===== src/rtl/nco_pkg.sv =====
`default_nettype none
// ============================================================================
//  Module   : nco_pkg
//  Purpose  : Shared constants and elaboration-time helpers for the multi-
//             channel NCO: pipeline latency, configuration-select codes,
//             sine-table depth/content functions and dither LFSR constants.
//  Revision : 1.0  initial release
// ============================================================================
package nco_pkg;

    // Registered stages from accumulator sample to da_data.
    localparam int PIPE_LATENCY = 4;

    // cfg_sel encodings.
    localparam logic CFG_SEL_FCW = 1'b0;
    localparam logic CFG_SEL_OFF = 1'b1;

    // Galois LFSR for optional phase dither: x^16 + x^14 + x^13 + x^11 + 1,
    // right-shifting form (feedback mask applied when the LSB shifts out).
    localparam logic [15:0] LFSR_POLY = 16'hB400;
    localparam logic [15:0] LFSR_SEED = 16'hACE1;

    // Quarter-wave table holds entries 0..Q inclusive, Q = 2^(phase_w-2).
    function automatic int tbl_depth(input int phase_w);
        return (1 << (phase_w - 2)) + 1;
    endfunction

    // Width of the channel-select port (at least one bit).
    function automatic int ch_sel_w(input int num_ch);
        return (num_ch > 1) ? $clog2(num_ch) : 1;
    endfunction

    // round(amp * sin(pi*idx/(2*quarter))) for 0 <= idx <= quarter.
    // A Taylor series is used so the table is built without math-library
    // calls; 12 terms are far below one LSB of error over [0, pi/2].
    function automatic int sin_tbl_val(input int idx, input int quarter, input int amp);
        real x;
        real term;
        real sum;
        x    = 3.14159265358979323846 * real'(idx) / (2.0 * real'(quarter));
        term = x;
        sum  = x;
        for (int n = 1; n <= 12; n++) begin
            term = -term * x * x / real'((2 * n) * (2 * n + 1));
            sum  = sum + term;
        end
        return $rtoi(real'(amp) * sum + 0.5);
    endfunction

endpackage
`default_nettype wire


===== src/rtl/nco_sin_lut.sv =====
`default_nettype none
// ============================================================================
//  Module   : nco_sin_lut
//  Purpose  : Quarter-wave sine lookup with quadrant mirroring, two
//             registered stages (quadrant/address, table read + sign).
//  Ports    : clk_i    - clock
//             rst_i    - async active-high reset
//             phase_i  - truncated phase {quadrant[1:0], index}
//             amp_o    - signed amplitude, two stages after phase_i
//  Revision : 1.0  initial release
// ============================================================================
module nco_sin_lut
    import nco_pkg::*;
#(
    parameter int PHASE_W = 10,
    parameter int OUT_W   = 8
) (
    input  logic                     clk_i,
    input  logic                     rst_i,
    input  logic [PHASE_W-1:0]       phase_i,
    output logic signed [OUT_W-1:0]  amp_o
);

    localparam int c_R_W   = PHASE_W - 2;
    localparam int c_QTR   = 1 << c_R_W;
    localparam int c_DEPTH = tbl_depth(PHASE_W);
    localparam int c_AMP   = (1 << (OUT_W - 1)) - 1;

    // Constant quarter-wave ROM, entries 0..Q inclusive.
    logic [OUT_W-2:0] w_tbl [c_DEPTH];

    for (genvar gi = 0; gi < c_DEPTH; gi++) begin : g_tbl
        localparam int c_VAL = sin_tbl_val(gi, c_QTR, c_AMP);
        assign w_tbl[gi] = (OUT_W-1)'(c_VAL);
    end

    logic [1:0]              w_quad;
    logic [c_R_W-1:0]        w_r;
    logic [c_R_W:0]          addr_d, addr_q;
    logic                    neg_d, neg_q;
    logic [OUT_W-2:0]        w_mag;
    logic signed [OUT_W-1:0] amp_d, amp_q;

    always_comb begin
        w_quad = phase_i[PHASE_W-1 -: 2];
        w_r    = phase_i[c_R_W-1:0];
        // Odd quadrants walk the quarter wave backwards (T[Q-r]); the extra
        // address bit lets r=0 reach the T[Q] peak entry.
        addr_d = w_quad[0] ? ((c_R_W+1)'(c_QTR) - {1'b0, w_r}) : {1'b0, w_r};
        // Lower half-cycle (quadrants 2,3) is the negated upper half.
        neg_d  = w_quad[1];
        w_mag  = w_tbl[addr_q];
        amp_d  = neg_q ? -$signed({1'b0, w_mag}) : $signed({1'b0, w_mag});
    end

    always_ff @(posedge clk_i or posedge rst_i) begin
        if (rst_i) begin
            addr_q <= '0;
            neg_q  <= 1'b0;
            amp_q  <= '0;
        end else begin
            addr_q <= addr_d;
            neg_q  <= neg_d;
            amp_q  <= amp_d;
        end
    end

    assign amp_o = amp_q;

endmodule
`default_nettype wire


===== src/rtl/multi_nco.sv =====
`default_nettype none
// ============================================================================
//  Module   : multi_nco
//  Purpose  : NUM_CH independent numerically-controlled oscillators with
//             shadowed FCW/phase-offset configuration, coherent restart and
//             a 4-stage pipeline to offset-binary DAC samples.
//  Config   : NCO_DITHER_EN - when defined, a per-channel 16-bit Galois LFSR
//             dithers the phase bits below truncation (latency unchanged).
//  Ports    : sys_clk    - sole clock
//             sys_rst    - async active-high reset
//             en         - advance accumulators, launch a sample
//             sync_clr   - zero all accumulators on the next edge
//             cfg_wr     - write cfg_data into shadow[cfg_ch][cfg_sel]
//             cfg_ch     - target channel (out-of-range writes ignored)
//             cfg_sel    - 0 = FCW, 1 = phase offset
//             cfg_data   - shadow write data
//             cfg_commit - copy all shadows to active registers
//             da_data    - channel k at [k*OUT_W +: OUT_W], offset binary
//             out_valid  - da_data holds a freshly launched sample
//  Revision : 1.0  initial release
// ============================================================================
module multi_nco
    import nco_pkg::*;
#(
    parameter int NUM_CH  = 2,
    parameter int ACC_W   = 32,
    parameter int PHASE_W = 10,
    parameter int OUT_W   = 8
) (
    input  logic                        sys_clk,
    input  logic                        sys_rst,
    input  logic                        en,
    input  logic                        sync_clr,
    input  logic                        cfg_wr,
    input  logic [ch_sel_w(NUM_CH)-1:0] cfg_ch,
    input  logic                        cfg_sel,
    input  logic [ACC_W-1:0]            cfg_data,
    input  logic                        cfg_commit,
    output logic [NUM_CH*OUT_W-1:0]     da_data,
    output logic                        out_valid
);

    localparam logic [OUT_W-1:0] c_MID = {1'b1, {(OUT_W-1){1'b0}}};

    // Launch tracker: bit 0 aligns with the phase register, the top bit with
    // da_data. It shifts every cycle so in-flight samples drain after en drops.
    logic [PIPE_LATENCY-1:0] vld_q;

    always_ff @(posedge sys_clk or posedge sys_rst) begin
        if (sys_rst) begin
            vld_q <= '0;
        end else begin
            vld_q <= {vld_q[PIPE_LATENCY-2:0], en};
        end
    end

    assign out_valid = vld_q[PIPE_LATENCY-1];

    for (genvar gk = 0; gk < NUM_CH; gk++) begin : g_ch
        logic [ACC_W-1:0]        acc_q, acc_d;
        logic [ACC_W-1:0]        fcw_sh_q, off_sh_q;
        logic [ACC_W-1:0]        fcw_act_q, off_act_q;
        logic [PHASE_W-1:0]      phase_q, phase_d;
        logic [OUT_W-1:0]        da_q;
        logic signed [OUT_W-1:0] w_amp;
        logic                    w_wr_this;

        assign w_wr_this = cfg_wr && (int'(cfg_ch) == gk);

        always_comb begin
            acc_d = acc_q;
            if (sync_clr) begin
                acc_d = '0;
            end else if (en) begin
                acc_d = acc_q + fcw_act_q;
            end
        end

`ifdef NCO_DITHER_EN
        logic [15:0]      lfsr_q;
        logic [ACC_W-1:0] w_dith;

        always_ff @(posedge sys_clk or posedge sys_rst) begin
            if (sys_rst) begin
                lfsr_q <= LFSR_SEED ^ 16'(gk);
            end else if (en) begin
                lfsr_q <= {1'b0, lfsr_q[15:1]} ^ (lfsr_q[0] ? LFSR_POLY : 16'h0000);
            end
        end

        // LFSR MSB lands just below the truncation point.
        assign w_dith  = ACC_W'({lfsr_q, {ACC_W{1'b0}}} >> (PHASE_W + 16));
        assign phase_d = PHASE_W'((acc_q + off_act_q + w_dith) >> (ACC_W - PHASE_W));
`else
        // Phase uses the pre-increment accumulator value.
        assign phase_d = PHASE_W'((acc_q + off_act_q) >> (ACC_W - PHASE_W));
`endif

        always_ff @(posedge sys_clk or posedge sys_rst) begin
            if (sys_rst) begin
                acc_q     <= '0;
                fcw_sh_q  <= '0;
                off_sh_q  <= '0;
                fcw_act_q <= '0;
                off_act_q <= '0;
                phase_q   <= '0;
                da_q      <= c_MID;
            end else begin
                acc_q <= acc_d;
                if (en) begin
                    phase_q <= phase_d;
                end
                // Commit reads the shadow before any same-cycle write lands.
                if (cfg_commit) begin
                    fcw_act_q <= fcw_sh_q;
                    off_act_q <= off_sh_q;
                end
                if (w_wr_this && (cfg_sel == CFG_SEL_FCW)) begin
                    fcw_sh_q <= cfg_data;
                end
                if (w_wr_this && (cfg_sel == CFG_SEL_OFF)) begin
                    off_sh_q <= cfg_data;
                end
                // Offset binary: adding 2^(OUT_W-1) just flips the sign bit.
                if (vld_q[PIPE_LATENCY-2]) begin
                    da_q <= {~w_amp[OUT_W-1], w_amp[OUT_W-2:0]};
                end
            end
        end

        nco_sin_lut #(
            .PHASE_W (PHASE_W),
            .OUT_W   (OUT_W)
        ) u_lut (
            .clk_i   (sys_clk),
            .rst_i   (sys_rst),
            .phase_i (phase_q),
            .amp_o   (w_amp)
        );

        assign da_data[gk*OUT_W +: OUT_W] = da_q;
    end

endmodule
`default_nettype wire


===== config.mk =====
export PLATFORM = sky130hd
export DESIGN_NAME = multi_nco
export DESIGN_NICKNAME = d
export VERILOG_FILES = /design/src/rtl/nco_pkg.sv /design/src/rtl/nco_sin_lut.sv /design/src/rtl/multi_nco.sv
export SDC_FILE = /design/constraint.sdc
export NUM_CORES = 1
export LEC_CHECK = 0
export CORE_MARGIN = 3
export CORE_UTILIZATION = 63
export CTS_CLUSTER_DIAMETER = 60
export DETAILED_ROUTE_END_ITERATION = 12
export GPL_TIMING_DRIVEN = 0
export PLACE_DENSITY = 0.91
export SYNTH_ARGS = -nofsm -noshare
export SYNTH_HDL_FRONTEND = slang
export SYNTH_SLANG_ARGS = --single-unit

===== constraint.sdc =====
create_clock -name sys_clk -period 18.5 [get_ports sys_clk]
set_clock_uncertainty 0.05 [all_clocks]
set_input_delay 2.775 -clock sys_clk [delete_from_list [all_inputs] [get_ports sys_clk]]
set_output_delay 2.775 -clock sys_clk [all_outputs]
set_load 0.02 [all_outputs]

# [Word-level counts from Yosys, hierarchy flattened]
# Memory sizes are Yosys's and may differ from the RTL's.
# Index checks and enable logic that the tools add are counted.
[classes] n_addsub=8 multipliers=0 div=0 n_lt_le_gt_ge=2 n_eq_ne=0 shifts=0 mux=12 bitwise=6 n_reduce_logical=7
[ops] op="$add A32 B32 Y32" n=4
[ops] op="$mux W32" n=4
[ops] op="$mux W7" n=4
[ops] op="$ge A10 B10 Y1 const B" n=2
[ops] op="$not A9 Y10" n=2
[ops] op="$mux W9" n=2
[ops] op="$sub A9 B8 Y9 const A" n=2
[ops] op="$mux W8" n=2
[ops] op="$neg A7 Y8" n=2
[ops] op="$logic_and A1 B1 Y1" n=6
[ops] op="$not A1 Y1" n=4
[ops] op="$reduce_bool A2 Y1" n=1
[word_totals] register_bits=396 latchBits=0 mem_bits_rw=0 mem_bits_ro=7168 inputBits=40 out_inout_bits=17 wordCells=58 n_memories=2
[mem_list] memory="(no name shown)" words=512 width=7 rd=1 rd_clocked_by_memory_dff=0 wr=0 line_no="nco_sin_lut.sv:52" text="w_mag = w_tbl[addr_q];"
[mem_list] memory="(no name shown)" words=512 width=7 rd=1 rd_clocked_by_memory_dff=0 wr=0 line_no="nco_sin_lut.sv:52"

# [Logic depth before layout (Yosys ltp)]
# Gate-level depths: netlist of run 1.
[depth] ltp_word=6 depth_mapped=16 mapped_depth_nobuf=14

# [Modules after synthesis]
# From an unflattened synthesis of run 1, not the netlist that was laid out.
[unflattened] hier_cells=2145 area_unflattened_um2=23043.4
[by_module_without_submodules] module="multi_nco" instances=1 cells_per_inst=1570 area_each_um2=18398.9 seq_area_each_um2=9011.1
[by_module_without_submodules] module="nco_sin_lut (g_ch[1].u_lut)" instances=1 cells_per_inst=283 area_each_um2=2363.5 seq_area_each_um2=450.4
[by_module_without_submodules] module="nco_sin_lut (g_ch[0].u_lut)" instances=1 cells_per_inst=292 area_each_um2=2280.9 seq_area_each_um2=450.4

# [Least setup slack after synthesis of run 1]
# Ideal clock, no wire load.
[synth_path] path_kind="input to register" from="input cfg_ch" to="register g_ch[0].fcw_sh_q[0]" setup_time_ns=0.125 arrival_time_ns=3.918 t_required_ns=18.325 slack_ns=14.407 cell_stages=3 path_buffers=1 path_cell_list="nor3b_1 clkbuf_1 mux2_2"
[synth_between] elab_chain_len=3
[synth_lines] element="start: declaration" line_no="multi_nco.sv:35" text="input logic [ch_sel_w(NUM_CH)-1:0] cfg_ch,"
[synth_lines] element="$not A1 Y1" line_no="multi_nco.sv:68" text="assign w_wr_this = cfg_wr && (int'(cfg_ch) == gk);"
[synth_lines] element="$logic_and A1 B1 Y1" line_no="multi_nco.sv:68"
[synth_lines] element="$logic_and A1 B1 Y1" line_no="multi_nco.sv:118" text="if (w_wr_this && (cfg_sel == CFG_SEL_FCW)) begin"
[synth_lines] element="end signal: assignment" line_no="multi_nco.sv:119" text="fcw_sh_q <= cfg_data;"
[synth_lines] element="end: declaration" line_no="multi_nco.sv:61" text="logic [ACC_W-1:0] fcw_sh_q, off_sh_q;"
# No other way between the ends.
# A chain may end at the register's enable or synchronous reset.

==> results of run 1 <==
-- cell families after synthesis --
kind of cell | after synthesis
AO/OA/AOI/OAI | 514
AND/OR/NAND/NOR | 449
flip-flops | 396
multiplexers | 329
buffers and inverters | 155
adder cells (fa/ha/maj) | 144
XOR/XNOR | 88
-- stage by stage --
stage | worst slack (ns) | area, µm² | power [µW]
finish | 13.41 | 25000 | 4200
global route | 13.29 | 25000 | 4450
CTS | 13.48 | 25000 | 4160
detailed placement | 12.96 | 23600 | 3250
global placement | 0.891 | 23500 | 3160
floorplan | 4.67 | 22400 | 2750
-- path summary, 6_finish.rpt --
kind | to | slack, ns | cells past startpoint
worst max-delay path | g_ch[1].phase_q[9] | 13.41 | 7
worst min-delay path | vld_q[2] | 0.30 | 0
worst max register to register | g_ch[1].u_lut.amp_o[6] | 14.78 | 13
worst min register to register | vld_q[2] | 0.30 | 0
max in group asynchronous | g_ch[0].off_act_q[4] | 14.43 | 4
min in group asynchronous | g_ch[1].acc_q[25] | 2.54 | 2
-- layout make-up --
| class | count | area, µm² |
|---|---|---|
| buffer | 102 | 449 |
| clock buffer | 58 | 1200 |
| clock inverter | 17 | 226 |
| fill | 2326 | 9790 |
| inverter | 53 | 206 |
| multi-input combinational | 1524 | 11800 |
| sequential | 396 | 9910 |
| tap | 455 | 569 |
| timing repair buffer | 58 | 633 |
-- synthesized netlist by cell type, types with 11 or more instances --
| cell type | instances | share of area |
|---|---|---|
| a211oi_1 | 28 | 0.0094 |
| a21o_1 | 38 | 0.013 |
| a21oi_1 | 155 | 0.035 |
| a31oi_1 | 16 | 0.0045 |
| and3_1 | 21 | 0.0059 |
| buf_1 | 14 | 0.0023 |
| buf_2 | 17 | 0.0038 |
| clkbuf_1 | 62 | 0.010 |
| dfrtp_1 | 394 | 0.44 |
| ha_1 | 142 | 0.079 |
| inv_1 | 50 | 0.0084 |
| mux2_2 | 283 | 0.14 |
| mux2i_1 | 37 | 0.017 |
| nand2_1 | 101 | 0.017 |
| nand2b_1 | 28 | 0.0078 |
| nand3_1 | 30 | 0.0067 |
| nand4_1 | 13 | 0.0036 |
| nor2_1 | 150 | 0.025 |
| nor2b_1 | 17 | 0.0048 |
| nor3_1 | 35 | 0.0078 |
| o211ai_1 | 21 | 0.0070 |
| o21a_1 | 16 | 0.0054 |
| o21ai_0 | 107 | 0.024 |
| o21bai_1 | 14 | 0.0047 |
| o22ai_1 | 11 | 0.0031 |
| xnor2_1 | 58 | 0.023 |
| xor2_1 | 30 | 0.012 |
-- worst max-delay path, delay by kind of cell --
kind / cells / cell delay (ns)
buffers and inverters: 5 / 2.32
AO/OA/AOI/OAI: 1 / 0.22
AND/OR/NAND/NOR: 1 / 0.16
-- registers in the layout, indices dropped and copies added, names as in the netlist --
signal,flops
g_ch.u_lut.neg_q,2
g_ch.da_q,16
g_ch.fcw_sh_q,64
g_ch.off_sh_q,64
g_ch.u_lut.amp_o,16
g_ch.phase_q,20
vld_q,4
g_ch.acc_q,64
g_ch.fcw_act_q,64
g_ch.off_act_q,64
g_ch.u_lut.addr_q,18
-- power groups by stage --
stage	sequential (µW)	combinational, µW	clock (µW)
2_1_floorplan	1260	1480	0
3_5_place_dp	1310	1950	0
5_1_grt	1330	2210	910
3_3_place_gp	1290	1870	0
6_report	1310	2020	869
4_1_cts	1300	1980	877
-- metal layers --
metal | vias up | part of all wire
met2 | 838 | 0.49
li1 | 7821 | -
met4 | 2 | 0.045
met1 | 8773 | 0.39
met5 | - | 0.00021
met3 | 201 | 0.075
==> impl_results.md, run 1 <==
* Number of port buffers at 55
* Post-synth cell types at 89
* Max Slew Vio Count at 0
* DRT iter0 DRCs at 1603
* Clock buffer count from CTS at 42
* Lkg Pwr at 0.0111 µW
* Post-synthesis sequential area ratio at 0.443
* Crit start category: input pin
* Post-Route Setup TNS at 0 ns
* GRT overflow at 0
* Placed cells at 2588
* Synth Flop Type: dfrtp_1
* Critical Path RT at 18.90 ns
* Fin Hold WS at 0.300 ns
* Share of layout cells above drive strength 1 at 0.192
* Post-synthesis adder-cell area fraction at 0.0812
* Pwr/cell area at 168 nW/µm²
* VDD IR max at 0.137 mV
* Num ports at 57
* Initial Utilization at 0.643
* Clock share of power at 0.207
* Register bit count reported by yosys at 396
* Layout Nets at 2361
* Final wirelength at 61500 µm
* GRT Overall Usage at 0.321
* Routed Antenna Nets at 0
* Initial antenna violation count at 1
* Final hold violation count at 0
* Flop pwr share at 0.311
* NetSw at 1710 µW
* Post-synthesis compound-gate area fraction at 0.148
* Vias in the first global route at 18100
* Kind of end point of the critical path: register
* Fraction of registers with async set/reset at 1.00
* Via/cell ratio at 6.62
* Most frequent cells in the layout: dfrtp_1 (394), mux2_2 (283), a21oi_1 (155), nor2_1 (150), ha_1 (142)
* Row Count at 68
* DIE HEIGHT at 194 µm
* Placeable Area at 34800 µm²
* Max-Cap Viols at 0
* Cell Chain, Critical Path: clkdlybuf4s50_1 > clkbuf_1 > inv_1 > clkbuf_1 > clkbuf_1 > nand2_1 > a32oi_1
* DP HPWL at 42700 µm
* Clk pin slew, worst setup/hold paths at 0.06 ns
* Simple-Gate Fraction of Synth Area at 0.0961
* Setup Viol. Count Final at 0
* R2r startpoint: g_ch[1].u_lut.addr_q[1]
* GR Layer Usage met1 at 0.411
* Net Sw Frac at 0.406
* Per-cell routed wire length at 23.1 µm
* Ant diodes at 0
* Min-delay src: vld_q[1]
* H-tree Lvls at 2
* CTS tree: done
* Clk_lat worst skew at 0.56 ns
* Worst Tran Pin Value at 1.04 ns
* Postcts setup bufs at 0
* Initial DRT Pass Iterations at 8
* Clock Path Buffers at 3
* Routability congestion estimate at 0.953
* Hold crit path type: reg -> reg
* Post-layout min period at 5.09 ns
* Mux share of post-synthesis cell area at 0.168
* Post-CTS Hold Fix Bufs at 0
* Mean post-synth cell area at 10.8 µm²
* Run status: finished, final reports clean
* Int Power at 2490 µW
* Worst path max stage delay at 0.73 ns
* CP startpoint: en
* Fmax at 0.196 GHz
* Post-synth EDFFs at 0
* Most common cell after layout, fill and taps aside: dfrtp_1
* Net Count, Synth at 2259
* Critical Path AT at 5.49 ns
* Comb power frac at 0.482
* Busiest metal layer after global routing: met2
* CTS root buf: clkbuf_16
* DRC viols at 0
* Kind of critical path: in -> reg
* Clock sink count at 396
* Met3 Track Usage GR at 0.0494
* Die Area at 37800 µm²
* Die X at 194 µm
* Largest family of logic cells by synthesized area: multiplexers
* Synthesis-to-layout area growth at 11.8%
* Rel. slew slack at 0.308
* Mapped Cells at 2075
* Met2 track demand over resource at 0.549
* Xor and xnor area share after synthesis at 0.0344
* Resized cells post-CTS at 0
* Warnings from Yosys at 0
* Largest net degree at the start of global routing at 129
* Part of the cycle the worst path needs at 0.275
* DR vias at 17600
* RSZ-0062 raised after global routing: no
* First-pass GRT wire length at 97700 µm
* Final core area utilization at 0.719
* Cell area after synthesis at 22400 µm²
* Slowest-stage cell, CP: clkbuf_1
* Most Frequent Cell on Critical Path: clkbuf_1
* CP Max Fanout at 10
* Finished Layout Cells at 2663
(Power assumes the default switching activity.)
==> inputs of run 2 (changes only) <==
--- a/config.mk
+++ b/config.mk
@@ -6,11 +6,11 @@
 export NUM_CORES = 1
 export LEC_CHECK = 0
 export CORE_MARGIN = 3
-export CORE_UTILIZATION = 63
+export CORE_UTILIZATION = 57
 export CTS_CLUSTER_DIAMETER = 60
 export DETAILED_ROUTE_END_ITERATION = 12
 export GPL_TIMING_DRIVEN = 0
-export PLACE_DENSITY = 0.91
+export PLACE_DENSITY = 0.87
 export SYNTH_ARGS = -nofsm -noshare
 export SYNTH_HDL_FRONTEND = slang
 export SYNTH_SLANG_ARGS = --single-unit
==> constraint.sdc (replaced) <==
create_clock -name sys_clk -period 4.5 [get_ports sys_clk]
set_clock_uncertainty 0.05 [all_clocks]
set_input_delay 0.675 -clock sys_clk [delete_from_list [all_inputs] [get_ports sys_clk]]
set_output_delay 0.675 -clock sys_clk [all_outputs]
set_load 0.02 [all_outputs]
==> impl_results.md, run 2 (synthesis results as in run 1) <==
* Run status: finished, final reports clean
* Synthesis-to-layout area growth at 12.1%
* Layout Nets at 2366 (+0.21%)
* Row Count at 71 (+4.4%)
* DRT iter0 DRCs at 1525 (-4.9%)
* CTS tree: done
* Vias in the first global route at 18200 (+0.79%)
* Most frequent cells in the layout: dfrtp_1 (394), mux2_2 (283), a21oi_1 (155), nor2_1 (150), ha_1 (142)
* Post-Route Setup TNS at 0 ns (unchanged)
* Worst Tran Pin Value at 1.15 ns (+0.107 ns)
* Max-Cap Viols at 0 (unchanged)
* Number of port buffers at 55 (unchanged)
* Setup Viol. Count Final at 0 (unchanged)
* Net Sw Frac at 0.409 (+0.00302)
* Clock buffer count from CTS at 41 (-2.4%)
* Power Total at 17100 µW (+310%)
* GRT overflow at 0 (unchanged)
* Cell Chain, Critical Path: inv_1 > ha_1 > clkbuf_1 > nand2_1 > nand2_1 > o21ai_0 > mux4_2 > mux4_2 > nor2_4 > ha_1 > inv_1 > o41a_1 > xnor2_1
* Clock Path Buffers at 3 (unchanged)
* NetSw at 6990 µW (+310%)
* Initial DRT Pass Iterations at 8 (unchanged)
* Kind of critical path: reg -> reg
* Post-layout min period at 3.88 ns
* Flop pwr share at 0.313 (+0.002)
* Post-route setup slack at 0.621 ns (-12.79 ns)
* Rel. slew slack at 0.236 (-0.0714)
* Clk pin slew, worst setup/hold paths at 0.06 ns (about the same)
* Worst path max stage delay at 0.54 ns (-0.19 ns)
* Num ports at 57 (unchanged)
* First-pass GRT wire length at 97900 µm (+0.23%)
* Hold crit path type: reg -> reg
* Initial Utilization at 0.586 (-0.0572)
* DRC viols at 0 (unchanged)
* CP startpoint: g_ch[1].u_lut.addr_q[1]
* R2r startpoint: g_ch[1].u_lut.addr_q[1]
* Share of layout cells above drive strength 1 at 0.192 (-0.000887)
* Most common cell after layout, fill and taps aside: dfrtp_1
* Int Power at 10100 µW (+300%)
* Die Area at 41700 µm² (+10%)
* Kind of end point of the critical path: register
* Clock share of power at 0.198 (-0.009)
* Placeable Area at 38200 µm² (+9.8%)
* Critical Path RT at 4.89 ns (-14.01 ns)
* DR vias at 17700 (+0.52%)
* Routability congestion estimate at 0.948 (-0.59%)
* Crit. path cell count at 13 (+6)
* DIE HEIGHT at 204 µm (+5.0%)
* Lkg Pwr at 0.0111 µW (-0.16%)
* Slowest-stage cell, CP: mux4_2
* Die X at 204 µm (+5.0%)
* Largest net degree at the start of global routing at 48 (-63%)
* Fin Hold WS at 0.307 ns (+0.00738 ns)
* Fmax at 0.258 GHz
* Routed Antenna Nets at 0 (unchanged)
* Postcts setup bufs at 0 (unchanged)
* H-tree Lvls at 2 (unchanged)
* Critical Path End: g_ch[1].u_lut.amp_o[6]
* FF-to-FF End: g_ch[1].u_lut.amp_o[6]
* Max Slew Vio Count at 0 (unchanged)
* CP Max Fanout at 10 (unchanged)
* VDD IR max at 0.451 mV (+230%)
* Min-delay src: vld_q[0]
* Pwr/cell area at 681 nW/µm² (+310%)
* Place WS at 0.747 ns (-12.21 ns)
* Worst R2R Path Depth at 13 (unchanged)
* CTS root buf: clkbuf_16
* Post-CTS Hold Fix Bufs at 0 (unchanged)
* Part of the cycle the worst path needs at 0.862
* Resized cells post-CTS at 0 (unchanged)
* Crit path max-delay family: multiplexers
* Final wirelength at 61500 µm (about the same)
* Critical Path AT at 4.26 ns (-1.23 ns)
* Final core area utilization at 0.657 (-0.0622)
* RSZ-0062 raised after global routing: no
* GRT Overall Usage at 0.294 (-0.0272)
* Worst Path Buf+Inv at 3 (-2)
* Ant diodes at 0 (unchanged)
* Comb power frac at 0.488 (+0.006)
* Crit start category: register
* DP HPWL at 43000 µm (+0.69%)
* Initial antenna violation count at 0 (-1)
* Clock sink count at 396 (unchanged)
* Via/cell ratio at 6.51 (-1.7%)
* Per-cell routed wire length at 22.6 µm (-2.2%)
* Clk_lat worst skew at 0.57 ns (about the same)
* R2r setup slk at 0.62 ns (-14.16 ns)
* Final hold violation count at 0 (unchanged)
[run 2: per-layer routing]
metal / vias to the layer above / global-route usage / wire length [µm]
met2: 911 / 0.495 / 29800
li1: 7812 / - / -
met4: 0 / 0.133 / 2850
met1: 8796 / 0.375 / 24000
met3: 208 / 0.0476 / 4840
met5: - / 0 / 0
[run 2: final cells by class]
cell class | instances | area [µm²]
timing repair buffer | 64 | 731
multi-input combinational | 1524 | 11800
inverter | 53 | 203
tap | 511 | 639
sequential | 396 | 9910
buffer | 102 | 449
fill | 2746 | 13100
clock buffer | 60 | 1170
clock inverter | 14 | 164
[run 2: power by group through the flow]
| stage | clock (µW) | sequential (µW) | combinational (µW) |
|---|---|---|---|
| after floorplan | 0 | 5190 | 6100 |
| after global placement | 0 | 5300 | 7710 |
| after detailed placement | 0 | 5370 | 8040 |
| after CTS | 3420 | 5330 | 8160 |
| after global routing | 3570 | 5450 | 9090 |
| final | 3390 | 5350 | 8350 |
[run 2: how the worst min path moves through the flow]
stage | end | cells past startpoint
2_1_floorplan | vld_q[1] | 0
3_3_place_gp | vld_q[2] | 0
3_5_place_dp | vld_q[1] | 0
4_1_cts | vld_q[1] | 0
5_1_grt | vld_q[1] | 0
6_report | vld_q[1] | 0
[run 2: stage by stage]
stage,instances,instance area (µm²)
final,2724,25100
after global routing,2724,25100
after CTS,2724,25100
after detailed placement,2650,23700
after global placement,2641,23600
after floorplan,2075,22400
